`src/rtl/jk_counter_bank.sv`:
```
// WIDTH-bit bank of JK flip-flops with per-bit JK control plus up/down toggle-chain counting
// and parallel load; registered terminal-count and change-detect flags.
module jk_counter_bank #(
  parameter int                 WIDTH       = 4,
  parameter logic [WIDTH-1:0]   RESET_VALUE = '0,
  parameter int                 SATURATE    = 0
) (
  input  logic             clk,
  input  logic             reset,
  input  logic             en,
  input  logic [1:0]       mode,
  input  logic [WIDTH-1:0] j,
  input  logic [WIDTH-1:0] k,
  output logic [WIDTH-1:0] q,
  output logic [WIDTH-1:0] q_n,
  output logic             tc,
  output logic             changed
);

  typedef enum logic [1:0] {
    MODE_JK   = 2'b00,
    MODE_UP   = 2'b01,
    MODE_DOWN = 2'b10,
    MODE_LOAD = 2'b11
  } mode_e;

  mode_e            mode_sel;
  logic [WIDTH-1:0] up_toggle;
  logic [WIDTH-1:0] down_toggle;
  logic             all_ones;
  logic             all_zero;
  logic [WIDTH-1:0] jk_next;
  logic [WIDTH-1:0] next_q;
  logic             next_tc;

  assign mode_sel = mode_e'(mode);
  assign q_n      = ~q;

  // Toggle chains: a bit flips when every lower bit is 1 (up) or 0 (down).
  always_comb begin
    up_toggle      = '0;
    down_toggle    = '0;
    up_toggle[0]   = 1'b1;
    down_toggle[0] = 1'b1;
    for (int i = 1; i < WIDTH; i++) begin
      up_toggle[i]   = up_toggle[i-1] & q[i-1];
      down_toggle[i] = down_toggle[i-1] & ~q[i-1];
    end
  end

  assign all_ones = up_toggle[WIDTH-1] & q[WIDTH-1];
  assign all_zero = down_toggle[WIDTH-1] & ~q[WIDTH-1];
  assign jk_next  = (j & ~q) | (~k & q);

  always_comb begin
    next_q  = q;
    next_tc = 1'b0;
    unique case (mode_sel)
      MODE_JK: begin
        next_q = jk_next;
      end
      MODE_UP: begin
        next_tc = all_ones;
        if (!(all_ones && (SATURATE != 0))) begin
          next_q = q ^ up_toggle;
        end
      end
      MODE_DOWN: begin
        next_tc = all_zero;
        if (!(all_zero && (SATURATE != 0))) begin
          next_q = q ^ down_toggle;
        end
      end
      MODE_LOAD: begin
        next_q = j;
      end
      default: begin
        next_q = q;
      end
    endcase
  end

  always_ff @(posedge clk or negedge reset) begin
    if (!reset) begin
      q       <= RESET_VALUE;
      tc      <= 1'b0;
      changed <= 1'b0;
    end else if (en) begin
      q       <= next_q;
      tc      <= next_tc;
      changed <= (next_q != q);
    end else begin
      tc      <= 1'b0;
      changed <= 1'b0;
    end
  end

endmodule

```
`config.mk`:
```
export PLATFORM = sky130hd
export DESIGN_NAME = jk_counter_bank
export DESIGN_NICKNAME = d
export VERILOG_FILES = /design/src/rtl/jk_counter_bank.sv
export SDC_FILE = /design/constraint.sdc
export NUM_CORES = 1
export LEC_CHECK = 0
export ABC_AREA = 1
export BUFFER_PORTS_ARGS = -buffer_cell sky130_fd_sc_hd__buf_2
export CAP_MARGIN = 0
export CORE_AREA = 4 4 41 43
export DETAILED_ROUTE_END_ITERATION = 6
export DIE_AREA = 0 0 45 47
export HOLD_SLACK_MARGIN = 0.12
export PLACE_DENSITY = 0.84
export SLEW_MARGIN = 20
export SYNTH_ARGS = -nofsm -noshare
export SYNTH_HDL_FRONTEND = slang
export SYNTH_SLANG_ARGS = --single-unit
```
`constraint.sdc`:
```
create_clock -name clk -period 2.5 [get_ports clk]
set_input_delay 0.375 -clock clk [delete_from_list [all_inputs] [get_ports clk]]
set_output_delay 0.375 -clock clk [all_outputs]
set_load 0.005 [all_outputs]
```
=== Yosys cells after proc, flatten, opt, wreduce, memory -nomap -nowiden ===
Cells that the tools add are included.

* Register bits after elaboration: 6
* Output and inout port bits: 10

* Equal/unequal tests: 4
* Mux-type cells: 4
* Bitwise logic cells: 17
* Reduce and logical (&&, ||, !) cells: 1

{| class="wikitable"
|+ Operators with widths
! operator !! count
|-
| $pmux W4 S4 || 1
|-
| $and A4 B4 Y4 || 2
|-
| $not A4 Y4 || 2
|-
| $xor A4 B4 Y4 || 2
|-
| $and A1 B1 Y1 || 6
|-
| $eq A2 B2 Y1 const B || 2
|-
| $ne A4 B4 Y1 || 1
|-
| $not A1 Y1 || 4
|-
| $or A4 B4 Y4 || 1
|-
| $eq A2 B1 Y1 const B || 1
|-
| $logic_not A2 Y1 || 1
|-
| $mux W1 || 2
|-
| $pmux W1 S2 || 1
|}

=== Depth between registers and ports, before layout ===
Gate-level depths: netlist (run 1).

* Depth after elaboration: 7
* Mapped depth: 13
* Mapped depth without buffers: 13

=== Worst setup path after synthesis (run 1) ===
No wires, ideal clock.

* Path type: input port to flip-flop
* Start: input mode[0]
* End: register changed
* Setup time: 0.124 ns
* Arrival time: 1.311 ns
* Data required time: 2.376 ns
* Setup slack: 1.065 ns
* Cell stages on the path: 13
* Path buffers: 0
* Cell sequence: inv_1 -> ha_1 -> inv_1 -> nand2_1 -> nand2_1 -> nand2_1 -> nand3_1 -> nand2_1 -> nand2_1 -> nand2_1 -> nand3_1 -> nor2_1 -> a21oi_1

* Word-level cells in the longest chain between the ends: 4
* Elaborated cells on any way between the ends: 7
* Those cells by class: 4 x eq/ne; 2 x mux; 1 x reduce/logical

{| class="wikitable"
|+ RTL lines
! element !! line !! source
|-
| start: declaration || 11 || <nowiki>input logic [1:0] mode,</nowiki>
|-
| $eq A2 B2 Y1, or another cell as far along || 58 || <nowiki>unique case (mode_sel)</nowiki>
|-
| $pmux W4 S4 * || 58 ||
|-
| $ne A4 B4 Y1 * || 91 || <nowiki>changed <= (next_q != q);</nowiki>
|-
| $mux W1 * || 88 || <nowiki>end else if (en) begin</nowiki>
|-
| end signal: assignment || 91 ||
|-
| end: declaration || 17 || <nowiki>output logic changed</nowiki>
|}

Every way passes the cells marked *; elsewhere a longest branch is shown, timed or not.
A chain may end at the register's enable or synchronous reset.

=== Worst setup path after layout (run 1) ===
* Start: register q[0]
* End: register changed

* Word-level cells in the longest chain between the ends: 7
* Elaborated cells on any way between the ends: 14
* Those cells by class: 1 x eq/ne; 2 x mux; 11 x bitwise

{| class="wikitable"
|+ RTL lines
! element !! line !! source
|-
| start: declaration || 14 || <nowiki>output logic [WIDTH-1:0] q,</nowiki>
|-
| start signal: assignment || 89 || <nowiki>q <= next_q;</nowiki>
|-
| $not A1 Y1 || 47 || <nowiki>down_toggle[i] = down_toggle[i-1] & ~q[i-1];</nowiki>
|-
| $and A1 B1 Y1 (2 in a row) || 47 ||
|-
| $xor A4 B4 Y4 || 71 || <nowiki>next_q = q ^ down_toggle;</nowiki>
|-
| $pmux W4 S4 || 58 ||
|-
| $ne A4 B4 Y1 * || 91 ||
|-
| $mux W1 * || 88 ||
|}

Marked as above.

==> results.cfg, run 1 <==
[timing]
finalHoldViolCount = 0
fmax_mhz = 628.3
rsz0062_at_grt = no
slew_viol_final = 0
worst_pin_slew_ps = 445.8
period_share_pct = 63.66
finalClockSkew_ps = 1.489
tns_ps = 0
setup_violations = 0
relSlewSlack_pct = 70.28
period_needed_ps = 1592

[clocking]
cts_buffer_depth = 2
cts_sinks = 6
cts_tree = built
clk_latency_ps = 240
post_cts.repair.setup_buffers = 0
cts_root_buffer = clkbuf_4
cts_buffers = 3
clk_pin_slew_ps = 40
htreeDepth = 1

[setup_path]
crit_top_cell = nand2_1
cp-start-kind = register
required_ps = 2620
slowest_delay_ps = 610
crit_type = reg2reg
arrival_ps = 1710
crit_chain = inv_2, nand2_1, nand2_1, nand2_1, nand3_1, nand2_1, nand2_1, nand2_1, nand3_1, nor2_1, a21oi_1
crit_path_end_kind = register
cp_max_fo = 9
cp_slowest_cell = dfrtp_1

[place]
portBuffers = 22
gp_congestion = 0.8595
dpl-instance-area_um2 = 680.7
hpwl_um = 1142

[logic_synthesis]
yosysWarnings = 0
syn_inst = 88
yosysSeqAreaShare_pct = 26.32
synth_fp_nets = 105
synth_edf_count = 0
ys_ff_latch = 6
synth.cell_area_um2 = 570.5
synthTopCellsByArea = dfrtp_1, nand2_1, nand3_1, ha_1, a21oi_1
synth_cell_types = 15
synth_flop_cell = dfrtp_1
synth_common_cells = nand2_1, nand3_1, a21oi_1, inv_1, o21ai_0
avgSynthCellArea_um2 = 6.483
netlist.area_leader.share_pct = 26.32
yosysMostFrequentCell = nand2_1
async_flop_share_pct = 100.0
yosysTopAreaCell = dfrtp_1

[pwr]
irDropWorstVdd_v = 0.0001771
powerDensity_nw_per_um2 = 549.0
power.leakage_nw = 0.4067

[final_layout]
final_util_pct = 54.81
n_fill_cell = 151
syn_to_final_growth_pct = 25.00
diodes = 0
multi_input_area_um2 = 367.9
drive_gt1_share_pct = 25.89
stdcell_area_um2 = 713.2
seq_area_um2 = 150.1
nNetsFinal = 131

[floorplan]
num_rows = 13
die_area_um2 = 2115
die_w_um = 45
io_pins = 23
start_util_pct = 43.85
dieHeight_um = 47
core_um2 = 1301

[grt]
grt_pass1_vias = 534
grt_max_degree = 10
grt_overflow_total = 0
antenna_found_initial = 0
grt_pass1_wl_um = 2166
grt_usage_pct = 14.44

[status]
outcome = finished clean

[route]
drtIter0Drc = 16
routed_wl_um = 1414
vias = 654
drtAntennaViolNets = 0
wl_per_cell_um = 11.13
drc_errors = 0
via_per_inst = 5.150
drt-pass1-iter-count = 5

[hold_path]
min_path_type = in2reg

[run]
drv_cap = 0
==> power breakdown <==
part / total [mW] / switching, mW / internal [mW]
registers: 0.145 / 0.0333 / 0.111
logic: 0.159 / 0.0895 / 0.0692
clock network: 0.0882 / 0.0340 / 0.0542
total: 0.392 / 0.157 / 0.235
==> cell usage in the layout (no fill, tap or decap) <==
cell type      instances
a21oi_1                7
buf_2                 22
clkbuf_4               3
dfrtp_1                6
dlygate4sd3_1          1
ha_1                   4
inv_1                  7
inv_2                  2
nand2_1               33
nand3_1               14
nand3_2                1
nand4_1                2
nor2_1                 1
nor2_8                 1
o211ai_1               1
o21ai_0                7
==> repair_timing <==
action,in CTS,in global routing
hold buffers,1,0
endpoints found under the hold margin,6,0
resized for setup,0,0
setup endpoints to repair,0,0
==> layout make-up <==
type	instances	area share, %
clock buffer	3	3.158
inverter	9	4.737
multi-input combinational	71	51.58
sequential	6	21.05
tap	15	2.632
timing repair buffer	23	16.84
==> worst max-delay path: cells and delay by family, from the launching register on <==
| family | cells | cell delay [ps] |
|---|---|---|
| AOI/OAI and AO/OA | 1 | 70 |
| buffers and inverters | 1 | 120 |
| DFF | 1 | 610 |
| and+or+nand+nor | 9 | 680 |
==> sequential cells by signal (all words and copies together), names as in the netlist <==
signal / count
q: 4
changed: 1
tc: 1
==> metrics by stage <==
stage	worst slack (ps)	cells	hold WS (ps)	total power, mW
2_1_floorplan	1065	88	79.41	0.2519
3_3_place_gp	757.2	123	197.8	0.2982
3_5_place_dp	712.5	123	204.4	0.3027
4_1_cts	921.4	127	354.2	0.3957
5_1_grt	755.3	127	361.7	0.4307
6_report	908.5	127	358.8	0.3915
==> worst paths after layout <==
kind	cells after the start	slack, ps	from	to
min in group asynchronous	2	480	reset	q[0]
worst min register to register	2	640	q[2]	q[2]
max in group asynchronous	2	1880	reset	q[3]
worst max register to register	11	910	q[0]	changed
worst min-delay path	2	360	en	q[3]
worst max-delay path	11	910	q[0]	changed
==> cell families (layout without fill, tap and decap cells) <==
group	Yosys count	in the layout	synth area share, %
buffers and inverters	11	35	9.212
AOI/OAI and AO/OA	15	15	13.60
and+or+nand+nor	52	52	42.11
adders and majority gates	4	4	8.772
DFF	6	6	26.32
==> metal layers <==
layer | GRT usage [%] | vias up | share of wire [%] | wire length (um)
li1 | - | 340 | - | -
met1 | 17.51 | 284 | 45 | 630
met2 | 22.03 | 28 | 48 | 679
met3 | 4.598 | 2 | 6.9 | 98
met4 | 9.357 | 0 | 0.42 | 6
met5 | 0 | - | 0 | 0
(Power assumes the default switching activity.)
==> run 2: changes to the inputs <==
--- a/config.mk
+++ b/config.mk
@@ -5,14 +5,14 @@
 export SDC_FILE = /design/constraint.sdc
 export NUM_CORES = 1
 export LEC_CHECK = 0
-export ABC_AREA = 1
+export ABC_AREA = 0
 export BUFFER_PORTS_ARGS = -buffer_cell sky130_fd_sc_hd__buf_2
 export CAP_MARGIN = 0
-export CORE_AREA = 4 4 41 43
+export CORE_MARGIN = 4
+export CORE_UTILIZATION = 48
 export DETAILED_ROUTE_END_ITERATION = 6
-export DIE_AREA = 0 0 45 47
 export HOLD_SLACK_MARGIN = 0.12
-export PLACE_DENSITY = 0.84
+export PLACE_DENSITY = 0.89
 export SLEW_MARGIN = 20
 export SYNTH_ARGS = -nofsm -noshare
 export SYNTH_HDL_FRONTEND = slang
==> constraint.sdc (replaced) <==
create_clock -name clk -period 1.49 [get_ports clk]
set_input_delay 0.2235 -clock clk [delete_from_list [all_inputs] [get_ports clk]]
set_output_delay 0.2235 -clock clk [all_outputs]
set_load 0.005 [all_outputs]
==> run 2 against run 1 <==
Effect of this change:
- synthesized area rose by 17%
- worst setup slack worse by 900 ps
- clock-buffer cell count did not move
- wire length up 37%
- die area down 2.9%
- global-route usage up 6.3 points
- maximum frequency grew 7.4%
- clock power up 66%
- critical endpoint unchanged
- largest power group unchanged
- highest routed layer unchanged
==> results.cfg, run 2 <==
[status]
outcome = finished clean

[timing]
setup_violations = 0
finalClockSkew_ps = 0.1618
period_share_pct = 99.45
tns_ps = 0
worst_pin_slew_ps = 380.8
period_needed_ps = 1482
setup_ws_ps = 8.266
relSlewSlack_pct = 74.56
whs_ps = 298.6
slew_viol_final = 0
rsz0062_at_grt = yes
fmax_mhz = 674.9
finalHoldViolCount = 0

[route]
wl_per_cell_um = 13.91
via_per_inst = 5.669
drtIter0Drc = 25
drtAntennaViolNets = 0
routed_wl_um = 1933
drt-pass1-iter-count = 4
drc_errors = 0
vias = 788

[logic_synthesis]
synth.area.mux_share_pct = 0
synthTopCellsByArea = dfrtp_1, ha_1, nand2_1, nor2b_1, inv_1
synth_top_family_by_area = simple AND/OR/NAND/NOR gates
syn_inst = 84
synth_cell_types = 35
synth.cell_area_um2 = 668.1
netlist.area_leader.share_pct = 22.47
yosysWarnings = 0
yosysTopAreaCell = dfrtp_1
yosysSeqAreaShare_pct = 22.47
async_flop_share_pct = 100.0
synth_edf_count = 0
synth_fa_ha_area_share_pct = 7.491
synth_xor_area_share_pct = 3.371
synth_fp_nets = 101
yosysMostFrequentCell = nand2_1
synth_flop_cell = dfrtp_1
avgSynthCellArea_um2 = 7.954
synth_common_cells = nand2_1, inv_1, dfrtp_1
ys_ff_latch = 6
synth_compound_area_share_pct = 28.65
yosys.area_share.simple_pct = 29.21

[place]
dpl-instance-area_um2 = 877.1
placed_cells = 130
pre_cts_ws_ps = -167.2
gp_congestion = 0.8823
hpwl_um = 1518
portBuffers = 22

[final_layout]
final_cells = 139
final_cell_mix = buf_2, buf_4, nand2_1
drive_gt1_share_pct = 41.94
final_util_pct = 74.62
nNetsFinal = 143
syn_to_final_growth_pct = 45.32
stdcell_area_um2 = 970.9
largest_reg_flops = 4
diodes = 0
layout_commonest_cell = buf_2
top_register = q
largestRegisters = q (4), changed (1), tc (1)

[pwr]
power.leakage_nw = 0.4826
powerDensity_nw_per_um2 = 927.1
irDropWorstVdd_v = 0.0003870
p_total_mw = 0.9002

[clocking]
cts_root_buffer = clkbuf_4
cts_buffers = 3
cts_buffer_depth = 2
htreeDepth = 1
cts_sinks = 6
clk_latency_ps = 240
cts_tree = built
clk_pin_slew_ps = 40

[floorplan]
core_um2 = 1301
dieHeight_um = 45.31
num_rows = 13
die_area_um2 = 2053
die_w_um = 45.31
io_pins = 23
start_util_pct = 51.35

[setup_path]
cp-start-kind = register
required_ps = 1610
crit_chain = and3b_4, o311ai_1, nand4_1, o31a_1
cp_slowest_cell = dfrtp_2
slowest_delay_ps = 450
arrival_ps = 1600
cp_max_fo = 8
cp.buffers_inverters = 0
crit_type = reg2reg
crit_family = compound AO/OA/AOI/OAI gates
crit_path_end_kind = register

[grt]
grt_pass1_vias = 759
grt_usage_pct = 20.70
antenna_found_initial = 0
grt_overflow_total = 0
grt_pass1_wl_um = 3160
grt_max_degree = 12

[run]
drv_cap = 0

[hold_path]
min_path_type = in2reg
==> run 2: worst paths after layout <==
path	from	end	slack, ps	depth (start not counted)
hold / removal	en	tc	300	3
max in group asynchronous	reset	q[1]	1000	2
min in group asynchronous	reset	changed	330	2
hold reg to reg	q[2]	q[2]	690	2
setup reg to reg	q[0]	changed	8	4
setup / recovery	q[0]	changed	8	4
==> run 2: repair_timing <==
| item | CTS | global route |
|---|---|---|
| pin swaps | 0 | 3 |
| hold buffers | 1 | 0 |
| setup endpoints to repair | 2 | 3 |
| setup buffers | 3 | 2 |
| endpoints found under the hold margin | 6 | 0 |
| resized for setup | 3 | 4 |
==> run 2: per-layer routing <==
metal	track usage [%]	share of wire, %	vias up
met5	0	0	-
met4	9.942	1.1	0
met3	1.992	6.7	2
met2	35.31	49	33
met1	25.72	43	367
li1	-	-	386
==> run 2: where the power goes <==
part	total (mW)	switching, mW	internal (mW)
logic	0.497	0.222	0.275
clock network	0.146	0.0553	0.0909
registers	0.257	0.0601	0.197
total	0.900	0.338	0.563
==> run 2: logic make-up (layout without fill, tap and decap cells) <==
kind of cell / Yosys count / after routing
flops: 6 / 6
buf+inv: 13 / 53
fa+ha+maj: 4 / 4
simple gates: 33 / 33
xor+xnor: 1 / 1
compound gates: 27 / 27
==> run 2: worst register-to-register path, cell delays in order (launching register included) <==
cell and delay, ps:
dfrtp_2 450, and3b_4 220, o311ai_1 290, nand4_1 140, o31a_1 260
==> run 2: final cells by class <==
| cell class | instances | area [um2] |
|---|---|---|
| well taps | 15 | 18.77 |
| clock buffers | 3 | 22.52 |
| fillers | 99 | 330.3 |
| flip-flops and latches | 6 | 153.9 |
| multi-input cells | 65 | 475.5 |
| inverters | 7 | 26.28 |
| repair buffers | 43 | 274.0 |
